[config.mk]
export PLATFORM = sky130hd
export DESIGN_NAME = xor_stream_acc
export DESIGN_NICKNAME = d
export VERILOG_FILES = /design/src/rtl/xor_stream_acc.sv
export SDC_FILE = /design/constraint.sdc
export NUM_CORES = 1
export LEC_CHECK = 0
export ABC_AREA = 1
export CAP_MARGIN = 10
export CORE_MARGIN = 5
export CORE_UTILIZATION = 50
export DETAILED_ROUTE_END_ITERATION = 12
export MAX_ROUTING_LAYER = met4
export PLACE_DENSITY = 0.88
export SYNTH_ARGS = -nofsm -noshare
export SYNTH_HDL_FRONTEND = slang
export SYNTH_SLANG_ARGS = --single-unit
[constraint.sdc]
create_clock -name clk -period 4.2 [get_ports clk]
set_input_delay 0.84 -clock clk [delete_from_list [all_inputs] [get_ports clk]]
set_output_delay 0.84 -clock clk [all_outputs]
set_load 0.01 [all_outputs]
[src/rtl/xor_stream_acc.sv]
// Streaming bitwise XOR of two operand words: per-word pass mode or block checksum accumulate mode.
// Define XOR_STREAM_PARITY_EN to add an even-parity output 'par' registered alongside y.
module xor_stream_acc #(
    parameter int WIDTH = 4,
    parameter int CNT_W = 8
) (
    input  logic             clk,
    input  logic             rst_n,
    input  logic             mode,
    input  logic [CNT_W-1:0] len,
    input  logic             in_valid,
    output logic             in_ready,
    input  logic [WIDTH-1:0] a,
    input  logic [WIDTH-1:0] b,
    output logic             out_valid,
    input  logic             out_ready,
    output logic [WIDTH-1:0] y,
`ifdef XOR_STREAM_PARITY_EN
    output logic             par,
`endif
    output logic             busy
);

    typedef enum logic {IDLE = 1'b0, ACC = 1'b1} state_t;

    localparam logic [CNT_W-1:0] ONE = CNT_W'(1);

    state_t           state_q, state_d;
    logic [WIDTH-1:0] acc_q, acc_d;
    logic [CNT_W-1:0] cnt_q, cnt_d;
    logic [CNT_W-1:0] len_q, len_d;
    logic [WIDTH-1:0] y_q, y_d;
    logic             out_valid_q, out_valid_d;
    logic             accept;
    logic             load_y;
    logic             block_last;
    logic [WIDTH-1:0] word;
    logic [CNT_W-1:0] len_eff;

    assign in_ready   = !out_valid_q || out_ready;
    assign accept     = in_valid && in_ready;
    assign word       = a ^ b;
    assign len_eff    = (len == '0) ? ONE : len;
    assign block_last = (cnt_q == len_q - ONE);

    // State register
    always_ff @(posedge clk or negedge rst_n) begin
        if (!rst_n) begin
            state_q <= IDLE;
        end else begin
            state_q <= state_d;
        end
    end

    // Next-state logic
    always_comb begin
        state_d = state_q;
        case (state_q)
            IDLE: if (accept && mode && (len_eff > ONE)) state_d = ACC;
            ACC:  if (accept && block_last)              state_d = IDLE;
            default: state_d = IDLE;
        endcase
    end

    // Datapath / output next-values
    always_comb begin
        acc_d  = acc_q;
        cnt_d  = cnt_q;
        len_d  = len_q;
        y_d    = y_q;
        load_y = 1'b0;
        if (accept) begin
            case (state_q)
                IDLE: begin
                    if (mode && (len_eff > ONE)) begin
                        acc_d = word;
                        cnt_d = ONE;
                        len_d = len_eff;
                    end else begin
                        y_d    = word;
                        load_y = 1'b1;
                    end
                end
                ACC: begin
                    if (block_last) begin
                        y_d    = acc_q ^ word;
                        load_y = 1'b1;
                        acc_d  = '0;
                        cnt_d  = '0;
                    end else begin
                        acc_d = acc_q ^ word;
                        cnt_d = cnt_q + ONE;
                    end
                end
                default: ;
            endcase
        end
        if (load_y) begin
            out_valid_d = 1'b1;
        end else if (out_valid_q && out_ready) begin
            out_valid_d = 1'b0;
        end else begin
            out_valid_d = out_valid_q;
        end
    end

    always_ff @(posedge clk or negedge rst_n) begin
        if (!rst_n) begin
            acc_q       <= '0;
            cnt_q       <= '0;
            len_q       <= ONE;
            y_q         <= '0;
            out_valid_q <= 1'b0;
        end else begin
            acc_q       <= acc_d;
            cnt_q       <= cnt_d;
            len_q       <= len_d;
            y_q         <= y_d;
            out_valid_q <= out_valid_d;
        end
    end

`ifdef XOR_STREAM_PARITY_EN
    logic par_q;

    always_ff @(posedge clk or negedge rst_n) begin
        if (!rst_n) begin
            par_q <= 1'b0;
        end else if (load_y) begin
            par_q <= ^y_d;
        end
    end

    assign par = par_q;
`endif

    assign y         = y_q;
    assign out_valid = out_valid_q;
    assign busy      = (state_q == ACC);

endmodule

==> summary.txt <==
status -> complete, no violations
Max-cap violations -> 0
Slew HR -> 43.8%
FMAX -> 357 MHz
Worst Tran Pin Value -> 0.840 ns
DRC errors left -> 0
die area -> 4540 µm²
Synth Warn # -> 0
IO Pins -> 28
largest net degree at the start of global routing -> 27
std cell rows -> 20
clk sinks -> 26
TritonCTS clock tree -> done
synthesized area per cell -> 7.32 µm²
Initial Utilization -> 53.1%
# setup viols final -> 0
worst hold path class -> reg2reg
core area -> 3100 µm²
Final WS setup -> 1.40 ns
Synth Register Bits -> 26
root buf cell -> clkbuf_4
Fin. Hold Viols -> 0
Final Non-Filler Cells -> 299
ANT cells -> 0
Synth Net Count -> 248
TritonCTS buffer count -> 3
post-route setup TNS -> 0 ns
gpl congestion -> 0.922
unrepaired setup endpoints after global routing -> false
Cells after Synth -> 225
maximum vdd drop -> 0.000254 V
endpoint class of the critical path -> output pin
Via density -> 5.02
half-perimeter wire length after placement -> 2740 µm
Syn-to-layout area delta -> 20.8%
count of different cell masters after synthesis -> 30
worst slack, placed -> 1.35 ns
Setup CP Type -> in2out
H-tree depth -> 1
CP Max Fanout -> 3
Max Buffers Root-to-Sink -> 2
WP data required -> 3.36 ns
GRT overflow -> 0
worst skew pair latency -> 0.31 ns
DR iter-0 viols -> 67
hold_ws -> 0.494 ns
global-route usage over all layers -> 17.7%
Final Critical Period -> 2.80 ns
Post-Route WL -> 3470 µm
PD cells -> 388 nW/µm²
Port Buffers -> 27
commonest non-fill, non-tap cell in the layout -> nand2_1
max-slew violations -> 0
share of cells above drive strength 1 -> 7.45%
Wirelength per Cell -> 11.6 µm
Die H -> 67.4 µm
leakage power -> 0.984 nW
clock-pin slew on the worst setup and hold paths -> 0.13 ns
Final ANT Viol Nets -> 0
Die X -> 67.4 µm
hold buffer count at cts -> 0
Final period util -> 66.8%
reg2reg setup slack -> 2.12 ns
# Post-CTS Setup Buffers -> 0
synthesized cell area -> 1650 µm²
first-pass GRT wire length -> 5980 µm
CP Data Arrival Time -> 1.96 ns
Max Clock Skew -> 0.00254 ns
via count -> 1500
antenna violations before repair -> 0
vias in the first global route -> 1413
router iterations before antenna repair -> 4
Power, Total -> 0.772 mW
# nets final -> 279
Cells after DPL -> 295
most frequent cells in the layout -> 71 x nand2_1, 30 x nor2_1, 27 x clkdlybuf4s50_1
crit path launch type -> input port
sequential fraction of the synthesis area -> 39.6%
post_cts resized -> 0
## cell type report
| type | count | area (µm²) |
|---|---|---|
| sequential | 26 | 652 |
| inverter | 25 | 93.8 |
| tap | 44 | 55.1 |
| multi-input combinational | 172 | 886 |
| fill | 289 | 1110 |
| timing repair buffer | 28 | 278 |
| clock buffer | 4 | 26.3 |
## per-layer routing
layer	vias up	track usage, %	wire [µm]
met5	-	-	0
met2	35	28.1	1640
met3	8	2.83	139
met4	0	6.33	76
met1	687	22.8	1620
li1	770	-	-
## kinds of logic after synthesis
group	synth area share (%)
and+or+nand+nor	36.8
adders and majority gates	1.52
AOI/OAI and AO/OA	6.15
xor gates and xnor gates	7.97
muxes	1.29
DFF	39.6
buffers and inverters	6.68
## critical path, stage by stage
cell,delay (ns)
clkdlybuf4s50_1,0.45
inv_1,0.04
nand2_1,0.09
clkdlybuf4s50_1,0.55
## power breakdown
group	internal (mW)	switching [mW]
clock	0.0371	0.0705
sequential	0.315	0.0621
combinational	0.135	0.152
total	0.487	0.284
## synth_stat cells, drive strengths merged
master | count | area share (%)
dfstp | 1 | 1.6
o21ai | 12 | 3.6
mux2 | 1 | 0.68
buf | 2 | 0.99
mux2i | 1 | 0.61
ha | 2 | 1.5
nor4 | 2 | 0.76
xnor2 | 4 | 2.1
nand4 | 4 | 1.5
nand3 | 18 | 5.8
inv | 24 | 5.5
dfrtp | 25 | 38
a21oi | 2 | 1.3
a31oi | 1 | 0.38
o22ai | 1 | 0.38
nand3b | 2 | 0.91
o21a | 1 | 0.46
nor2 | 34 | 8.4
nand2 | 76 | 20
clkinv | 1 | 0.23
xor2 | 11 | 5.8
## flip-flops by register name (all words and copies together) (netlist names)
register	flops
cnt_q	8
len_q	8
out_valid	1
busy	1
y	4
acc_q	4
## per-stage QoR
stage	cell area [µm²]	util (%)
2_1_floorplan	1650	-
3_3_place_gp	1960	63.3
3_5_place_dp	1960	63.3
4_1_cts	1990	64.2
5_1_grt	1990	64.2
6_report	1990	64.2
## path summary, 6_finish.rpt
| kind | endpoint | from | cells after the start |
|---|---|---|---|
| min in group asynchronous | len_q[4] | rst_n | 2 |
| worst min-delay path | y[3] | y[3] | 2 |
| worst max register to register | y[2] | len_q[0] | 15 |
| worst min register to register | y[3] | y[3] | 2 |
| worst max-delay path | in_ready | out_ready | 4 |
| max in group asynchronous | len_q[0] | rst_n | 2 |
Power figures use the tool's default switching activity.
